### src/rtl/cnn_pkg.sv
// Shared CNN datapath types: Q16.16 scalar, constant 1.0, saturating subtract
// and the fc_loss state encoding.
package cnn_pkg;

    typedef logic signed [31:0] q16_t;

    localparam q16_t Q_ONE = 32'sh0001_0000;

    typedef enum logic {
        COLLECT = 1'b0,
        EMIT    = 1'b1
    } fc_loss_state_e;

    // 33-bit difference, clamped back into the Q16.16 range
    function automatic q16_t sat_sub(input q16_t a, input q16_t b);
        logic signed [32:0] d;
        d = {a[31], a} - {b[31], b};
        if (d[32] != d[31])
            sat_sub = d[32] ? 32'sh8000_0000 : 32'sh7FFF_FFFF;
        else
            sat_sub = d[31:0];
    endfunction

endpackage

### src/rtl/fc_loss_argmax.sv
// Running signed max/argmax tracker; idx 0 restarts the search.
// Ties keep the lower index because only a strictly greater score wins.
module fc_loss_argmax
    import cnn_pkg::*;
#(
    parameter int IDX_WIDTH = 10
) (
    input  logic                 clk,
    input  logic                 rst,
    input  logic                 en,
    input  logic [IDX_WIDTH-1:0] idx,
    input  q16_t                 data,
    output logic [IDX_WIDTH-1:0] arg_nxt
);

    q16_t                 max_q;
    q16_t                 max_nxt;
    logic [IDX_WIDTH-1:0] arg_q;

    always_comb begin
        max_nxt = max_q;
        arg_nxt = arg_q;
        if (en) begin
            if (idx == '0) begin
                max_nxt = data;
                arg_nxt = '0;
            end else if (data > max_q) begin
                max_nxt = data;
                arg_nxt = idx;
            end
        end
    end

    always_ff @(posedge clk or posedge rst) begin
        if (rst) begin
            max_q <= '0;
            arg_q <= '0;
        end else begin
            max_q <= max_nxt;
            arg_q <= arg_nxt;
        end
    end

endmodule

### src/rtl/fc_loss.sv
// Loss/argmax stage after the fc layer: streams score-minus-onehot errors back.
// Optional FC_LOSS_ACC_EN adds saturating sample/hit counters.
module fc_loss
    import cnn_pkg::*;
#(
    parameter int          NUM_CLASSES = 10,
    parameter int          IDX_WIDTH   = 10,
    parameter logic [31:0] ONE         = 32'h0001_0000
) (
    input  logic                 clk,
    input  logic                 rst,
    input  logic                 in_valid,
    input  logic [31:0]          in_data,
    input  logic [IDX_WIDTH-1:0] in_idx,
    input  logic [IDX_WIDTH-1:0] label,
    output logic                 in_rdy,
    output logic                 out_valid,
    input  logic                 out_rdy,
    output logic [31:0]          out_data,
    output logic [IDX_WIDTH-1:0] out_idx,
    output logic [IDX_WIDTH-1:0] pred_class,
    output logic                 pred_valid,
    output logic                 correct,
    output logic [15:0]          hit_count,
    output logic [15:0]          sample_cnt
);

    localparam logic [IDX_WIDTH-1:0] LAST = IDX_WIDTH'(NUM_CLASSES - 1);
    localparam logic [IDX_WIDTH:0]   NCLS = (IDX_WIDTH + 1)'(NUM_CLASSES);

    fc_loss_state_e       state;
    fc_loss_state_e       state_nxt;
    q16_t                 scores [NUM_CLASSES];
    logic [IDX_WIDTH-1:0] label_q;
    logic [IDX_WIDTH-1:0] label_eff;
    logic [IDX_WIDTH-1:0] arg_nxt;
    logic [IDX_WIDTH-1:0] emit_idx;
    logic [IDX_WIDTH-1:0] emit_label;
    logic                 accept;
    logic                 last_acc;
    logic                 hs;
    logic                 hs_last;
    q16_t                 emit_score;
    q16_t                 err_nxt;

    assign in_rdy    = (state == COLLECT);
    assign out_valid = (state == EMIT);
    assign accept    = in_valid & in_rdy & ({1'b0, in_idx} < NCLS);
    assign last_acc  = accept & (in_idx == LAST);
    assign hs        = out_valid & out_rdy;
    assign hs_last   = hs & (out_idx == LAST);
    assign label_eff = (in_idx == '0) ? label : label_q;

    fc_loss_argmax #(
        .IDX_WIDTH (IDX_WIDTH)
    ) u_argmax (
        .clk     (clk),
        .rst     (rst),
        .en      (accept),
        .idx     (in_idx),
        .data    (in_data),
        .arg_nxt (arg_nxt)
    );

    always_comb begin
        state_nxt = state;
        unique case (state)
            COLLECT: if (last_acc) state_nxt = EMIT;
            EMIT:    if (hs_last)  state_nxt = COLLECT;
            default: state_nxt = COLLECT;
        endcase
    end

    // Index 0 bypasses the store so a single-class sample works
    always_comb begin
        emit_idx   = (state == COLLECT) ? '0 : out_idx + 1'b1;
        emit_label = (state == COLLECT) ? label_eff : label_q;
        emit_score = '0;
        for (int k = 0; k < NUM_CLASSES; k++)
            if (emit_idx == IDX_WIDTH'(k))
                emit_score = scores[k];
        if (state == COLLECT && in_idx == '0)
            emit_score = in_data;
        err_nxt = sat_sub(emit_score,
                          (emit_idx == emit_label) ? q16_t'(ONE) : '0);
    end

    always_ff @(posedge clk) begin
        for (int k = 0; k < NUM_CLASSES; k++)
            if (accept && in_idx == IDX_WIDTH'(k))
                scores[k] <= in_data;
    end

    always_ff @(posedge clk or posedge rst) begin
        if (rst) begin
            state      <= COLLECT;
            label_q    <= '0;
            pred_class <= '0;
            pred_valid <= 1'b0;
            correct    <= 1'b0;
            out_idx    <= '0;
            out_data   <= '0;
        end else begin
            state      <= state_nxt;
            pred_valid <= last_acc;
            if (accept && in_idx == '0)
                label_q <= label;
            if (last_acc) begin
                pred_class <= arg_nxt;
                correct    <= (arg_nxt == label_eff);
                out_idx    <= '0;
                out_data   <= err_nxt;
            end else if (hs_last) begin
                out_idx  <= '0;
                out_data <= '0;
            end else if (hs) begin
                out_idx  <= out_idx + 1'b1;
                out_data <= err_nxt;
            end
        end
    end

`ifdef FC_LOSS_ACC_EN
    always_ff @(posedge clk or posedge rst) begin
        if (rst) begin
            sample_cnt <= '0;
            hit_count  <= '0;
        end else if (pred_valid) begin
            if (sample_cnt != 16'hFFFF)
                sample_cnt <= sample_cnt + 16'd1;
            if (correct && hit_count != 16'hFFFF)
                hit_count <= hit_count + 16'd1;
        end
    end
`else
    assign sample_cnt = '0;
    assign hit_count  = '0;
`endif

endmodule

### config.mk
export PLATFORM = sky130hd
export DESIGN_NAME = fc_loss
export DESIGN_NICKNAME = d
export VERILOG_FILES = /design/src/rtl/cnn_pkg.sv /design/src/rtl/fc_loss_argmax.sv /design/src/rtl/fc_loss.sv
export SDC_FILE = /design/constraint.sdc
export NUM_CORES = 1
export LEC_CHECK = 0
export CAP_MARGIN = 20
export CORE_UTILIZATION = 60
export CTS_BUF_LIST = sky130_fd_sc_hd__clkbuf_8
export CTS_CLUSTER_DIAMETER = 80
export DETAILED_ROUTE_END_ITERATION = 7
export PLACE_DENSITY = 0.83
export SLEW_MARGIN = 10
export SYNTH_ARGS = -nofsm -noshare
export SYNTH_HDL_FRONTEND = slang
export SYNTH_SLANG_ARGS = --single-unit
### constraint.sdc
create_clock -name clk -period 5.31 [get_ports clk]
set_input_delay 0.531 -clock clk [delete_from_list [all_inputs] [get_ports clk]]
set_output_delay 0.531 -clock clk [all_outputs]
set_load 0.05 [all_outputs]
; Yosys cells after proc, flatten, opt, wreduce, memory -nomap -nowiden
; Memories as Yosys holds them, arrays and structs flattened.
; Index checks and enable logic that the tools add are counted.
; Widths: inputs -> output; s select.
[word_totals]
elab_cells = 145
input_bits = 56
ramBits = 320
output_inout_bits = 88
mem_count = 1
regBits = 107
[mem_list]
columns = name, depth, width, read_ports, rd_ports_with_merged_regs, write_ports, line_no
row1 = scores, 10, 32, 10, 0, 1, fc_loss.sv:33  ; q16_t scores [NUM_CLASSES];
[classes]
bitwise = 6
muxes = 78
n_lt_le_gt_ge = 2
reduce_logical = 25
eq_ne = 22
addsub = 2
[ops]
columns = cell, count
row1 = $mux 32, 27
row2 = $reduce_or 32->1, 9
row3 = $mux 10, 9
row4 = $eq 10x3->1 const B, 8
row5 = $eq 10x4->1 const B, 5
row6 = $eq 10x2->1 const B, 4
row7 = $mux 4, 9
row8 = $sub 32x18->33, 1
row9 = $gt 32x32->1, 1
row10 = $mux 1, 31
row11 = $eq 10x1->1 const B, 2
row12 = $eq 10x10->1, 2
row13 = $logic_not 10->1, 2
row14 = $mux 17, 1
row15 = $logic_and 1x1->1, 11
row16 = $add 10x1->10 const B, 1
row17 = $lt 10x4->1 const B, 1
row18 = $and 1x1->1, 5
row19 = $reduce_bool 3->1, 1
row20 = $pmux 1 s2, 1
row21 = $reduce_and 2->1, 1
row22 = $reduce_bool 2->1, 1
row23 = $ne 1x1->1, 1
row24 = $not 1->1, 1

; Longest topological paths before layout
[depth]
word_depth = 20
ltp_mapped = 23
depth_no_buf = 17

; Cells and area by module
; Synthesis repeated with hierarchy kept, for this count alone.
[unflattened]
hier_cells = 1512
area_unflattened_um2 = 19688.9
[modules_own_cells]
columns = mod, cells_per_inst, area_per_inst_um2, seq_area_each_um2, n_inst
row1 = fc_loss, 1278, 17026.3, 11235.8, 1
row2 = fc_loss_argmax, 234, 2662.6, 1051.0, 1

; Worst setup path after synthesis
; Ideal clock, no wire load.
[synth_timing]
path_kind = register to register
start = register out_idx[0]
end = register out_data[30]
required_time_ns = 5.184
t_arrival_ns = 5.086
setup_time_ns = 0.126
slack_ns = 0.098
path_stages_with_launch = 19
path_buffers = 7
cell_sequence = dfrtp_1 -> buf_2 -> buf_2 -> buf_2 -> buf_1 -> clkbuf_1 -> buf_2 -> clkbuf_1 -> mux2_2 -> a221oi_1 -> a21oi_1 -> a21oi_1 -> ha_1 -> ha_1 -> nand2_1 -> nor4_2 -> nand4_1 -> xor2_1 -> a221o_1
[synth_via]
elab_chain_cells = 20
word_cells_on_any_way = 35
[synth_lines]
columns = item, line_no
row1 = start: declaration, fc_loss.sv:20  ; output logic [IDX_WIDTH-1:0] out_idx,
row2 = start signal: assignment, fc_loss.sv:117  ; out_idx <= out_idx + 1'b1;
row3 = $add 10x1->10, fc_loss.sv:76  ; emit_idx = (state == COLLECT) ? '0 : out_idx + 1'b1;
row4 = $mux 10, fc_loss.sv:76
row5 = $logic_not 10->1, fc_loss.sv:80  ; if (emit_idx == IDX_WIDTH'(k))
row6 = $mux 32 (10 in series), fc_loss.sv:80
row7 = $mux 32, fc_loss.sv:82  ; if (state == COLLECT && in_idx == '0)
row8 = $sub 32x18->33, cnn_pkg.sv:17  ; d = {a[31], a} - {b[31], b};
row9 = $mux 32 / $ne 1x1->1 (equally long branches), "cnn_pkg.sv:19, cnn_pkg.sv:18"
row10 = $mux 32, cnn_pkg.sv:18  ; if (d[32] != d[31])
row11 = $mux 32, fc_loss.sv:116  ; end else if (hs) begin
row12 = $mux 32, fc_loss.sv:113  ; end else if (hs_last) begin
row13 = $mux 32, fc_loss.sv:108  ; if (last_acc) begin
row14 = end signal: assignment, fc_loss.sv:112  ; out_data <= err_nxt;
row15 = end signal: assignment, fc_loss.sv:118  ; out_data <= err_nxt;
row16 = end: declaration, fc_loss.sv:19  ; output logic [31:0] out_data,
; Parallel ways exist; a longest one is shown, timed or not. The select of a mux whose other input is x is not followed.
; A chain may end at the register's enable or synchronous reset.

; Final worst setup path
[layout_timing]
start = register out_idx[2]
end = register out_data[0]
; The elaborated chain is that of the path after synthesis.

==> metrics.md <==
| Metric | Value |
|---|---|
| Vias in the first global route | 14,505 |
| FF+latch count, synth | 427 |
| Mux cell area share after synthesis | 3.39% |
| Pwr/cell area | ~330 nW/um^2 |
| Final min period | 5.02 ns |
| Final #Nets | 1,822 |
| Initial antenna violation count | 0 |
| Final wirelength | 55.8 mm |
| Gr usage total | 33.8% |
| Flop2flop setup slack | 0.29 ns |
| Die Area | 33,400 sq um |
| DR WL/cell | about 25 microns |
| Worst min-delay path class | in2async |
| Final ANT Viol Nets | 0 |
| Clock slew at reported path FFs | 0.06 ns |
| XOR/XNOR Fraction of Synth Area | 1.21% |
| Gr busiest metal | met2 |
| Worst EP required | 5.78 ns |
| Largest family of logic cells by synthesized area | compound AO/OA/AOI/OAI gates |
| GR Util met1 | 45.9% |
| Pleak | around 8.5 nW |
| Worst hold slack | 0.383 ns |
| Residual DRC | 7 |
| Total placed instance area | 21,500 sq um |
| Peak VDD IR | 0.182 mV |
| Final Slew Violations | 0 |
| CP max-delay cell | or4_1 |
| Post-synth top area cell | edfxtp_1 |
| First-pass GRT wire length | 84.3 mm |
| Post-synth EDFFs | 320 |
| Clk_lat worst skew | 0.60 ns |
| Multi-input combinational cell area | between 6000 and 7000 sq um |
| Final Skew | 0.0268 ns |
| Placer Congestion | 0.965 |
| Crit start category | flip-flop |
| Fillers | 2,096 |
| Cell area after layout | 22,800 sq um |
| Worst slew pin tran | 1.13 ns |
| DR iter-0 viols | ~2,200 |
| Mapped Cells | 1,557 |
| Syn avg cell area | roughly 13 sq um |
| Status | finished, violations left |
| Netlist cell types | 88 |
| I/O pins | 144 |
| Violated checks | design-rule violations |
| Via count | 14,799 |
| Max-cap violation count | 0 |
| Seq/Total Area, Yosys | roughly 63% |
| Worst rel slew slack | 24.6% |
| Die Y-Extent | 183 microns |
| Top FF cell, synth | edfxtp_1 |
| Grt ovf | 0 |
| Synth Area in Compound Gates | 15.0% |
| Starting density of the core | 61.6% |
| CTS tree | done |
| Final setup fails | 0 |
| Die Wd | 183 microns |
| Async SR Flop Fraction | 25.1% |
| # port buffers | 111 |
| CTS Buf Count | 70 |
| Root Buffer | clkbuf_8 |
| RSZ-0062 raised after global routing | no |
| Diodes inserted | 0 |
| CP endpoint kind | flip-flop |
| Critical path's largest stage delay | 0.59 ns |
| Register Area | 12,300 sq um |
| Via density | ~6.7 |
| Worst-path cell chain | nand3_2, or4_1, nand2_1, or4_1, nor2_1, a221o_1, o21a_1, a211oi_2, nand4_1, o31a_1, buf_4, a221o_1 |
| Yosys top cell area share | 49.1% |
| Post-CTS Repair Setup Buffers | 0 |
| Top post-synthesis cells by area | edfxtp_1 49%, dfrtp_1 14%, o21ai_0 2.8% |
| Synth Area in Simple Gates | 10.9% |
| Met3 usage | 8.10% |
| Site Rows | 65 |
| Crit path kind | reg2reg |
| Core Footprint | between 30,000 and 40,000 sq um |
| Clock Sink Count | 427 |
| Synth Area in Adders | 2.30% |
| TritonRoute pass-1 iters | 8 |
| YS warnings | 0 |
| H-tree levels | 3 |
| Final Hold Fails | 0 |
| Period utilisation layout | between 90% and 100% |
| Share of cells above drive strength 1 | 13.3% |
| CP arrival | 5.49 ns |
| Layout area overhead | 16.4% |
| Synth Cell Area | 19,600 sq um |
| M2 GR Usage | 51.7% |
| CTS Buffer Depth | 3 |
| Crit-path max FO | 31 |
| Peak Freq | 0.199 GHz |
| DP Wirelength | 35.9 mm |
| Largest net degree at the start of global routing | 58 |
| Setup TNS | 0 ns |
[worst paths after layout]
check / cells past startpoint / start / to
worst max-delay path: 12 / out_idx[2]$_DFFE_PP0P_ / out_data[0]$_DFFE_PP0P_
worst min-delay path: 2 / rst / label_q[7]$_DFFE_PP0P_
worst max register to register: 12 / out_idx[2]$_DFFE_PP0P_ / out_data[0]$_DFFE_PP0P_
worst min register to register: 2 / pred_class[0]$_DFFE_PP0P_ / pred_class[0]$_DFFE_PP0P_
max in group asynchronous: 3 / rst / out_data[21]$_DFFE_PP0P_
min in group clk: 2 / pred_class[0]$_DFFE_PP0P_ / pred_class[0]$_DFFE_PP0P_
[where the power goes]
group / internal (mW) / switching (mW)
clock: 1.40 / 1.31
sequential: 3.68 / 0.0592
combinational: 0.357 / 0.690
total: 5.43 / 2.06
[metrics by stage]
step	setup WS (ns)	utilization (%)	total power [mW]	instances
6_report	0.289	71.7	7.49	2221
5_1_grt	0.111	71.7	7.72	2221
4_1_cts	0.387	71.6	7.49	2221
3_5_place_dp	0.226	67.5	4.84	2093
3_3_place_gp	0.452	67.4	4.81	2092
2_1_floorplan	0.0980	-	4.46	1588
[cell usage in the layout (no fill, tap or decap), types with 12 or more instances in the layout]
cell and count:
a22o_1 12, nor3_1 22, clkinv_1 13, o21ai_0 108, clkbuf_8 77, nand4_1 28, ha_1 36, nand2_1 117
mux2_2 18, a22oi_1 22, edfxtp_1 320, nor2b_1 14, dfrtp_1 106, and2_1 16, a211oi_1 17, nand2b_1 16
clkdlybuf4s50_1 111, nand3_1 26, o22ai_1 17, a221oi_1 18, nor4_1 14, o211ai_1 18, conb_1 32, nor2_1 78
inv_1 77, mux2i_1 46, buf_4 79, and3_1 13, a221o_1 35, o31ai_1 12, xnor2_1 17, a21oi_1 68
[critical path: cells and delay by family, from the launching register on]
kind / cells / cell delay [ns]
AOI/OAI and AO/OA: 5 / 1.60
buffers and inverters: 1 / 0.25
and+or+nand+nor: 6 / 2.46
DFF: 1 / 0.53
[area by class of cell]
cell class | instances | area share, %
Sequential cell | 427 | 53.9
Tap cell | 435 | 2.39
Timing Repair Buffer | 194 | 7.86
Multi-Input combinational cell | 985 | 29.2
Inverter | 52 | 0.867
Clock inverter | 51 | 1.13
Clock buffer | 77 | 4.65
[repair_timing]
action                     CTS  global route
gates resized for setup      0             2
setup endpoints to repair    0             3
hold buffers                 0             0
[flip-flops by register name, indices dropped and copies added (netlist names)]
| signal | flops |
|---|---|
| scores | 320 |
| out_data | 32 |
| u_argmax.max_q | 32 |
| label_q | 10 |
| out_idx | 10 |
| pred_class | 10 |
| u_argmax.arg_q | 10 |
| correct | 1 |
| out_valid | 1 |
| pred_valid | 1 |
[logic make-up (layout without fill, tap and decap cells)]
| kind of cell | count (synthesis) | in the layout |
|---|---|---|
| other cells | 1 | 32 |
| xor+xnor | 27 | 27 |
| simple gates | 409 | 409 |
| compound gates | 417 | 417 |
| flops | 427 | 427 |
| buf+inv | 176 | 374 |
| mux | 64 | 64 |
| fa+ha+maj | 36 | 36 |
[cell usage after synthesis (16+ instances only)]
cell type	number
o21ai_0	108
nand3_1	26
dfrtp_1	107
a221o_1	35
a22oi_1	22
nor3_1	29
and2_1	16
clkbuf_1	50
nor2_1	84
o211ai_1	18
buf_4	36
nand2_1	118
mux2_2	18
a21oi_1	70
mux2i_1	46
a211oi_1	17
o22ai_1	17
ha_1	36
nand4_1	28
buf_2	25
a221oi_1	18
inv_1	51
xnor2_1	17
edfxtp_1	320
nand2b_1	16
[layer usage]
| layer | share of wire [%] | up-vias |
|---|---|---|
| met3 | 13 | 181 |
| met4 | 3.9 | 0 |
| met5 | 0 | - |
| li1 | - | 6309 |
| met2 | 45 | 1128 |
| met1 | 38 | 7181 |
Note: power is estimated with default switching activity, not from simulation.
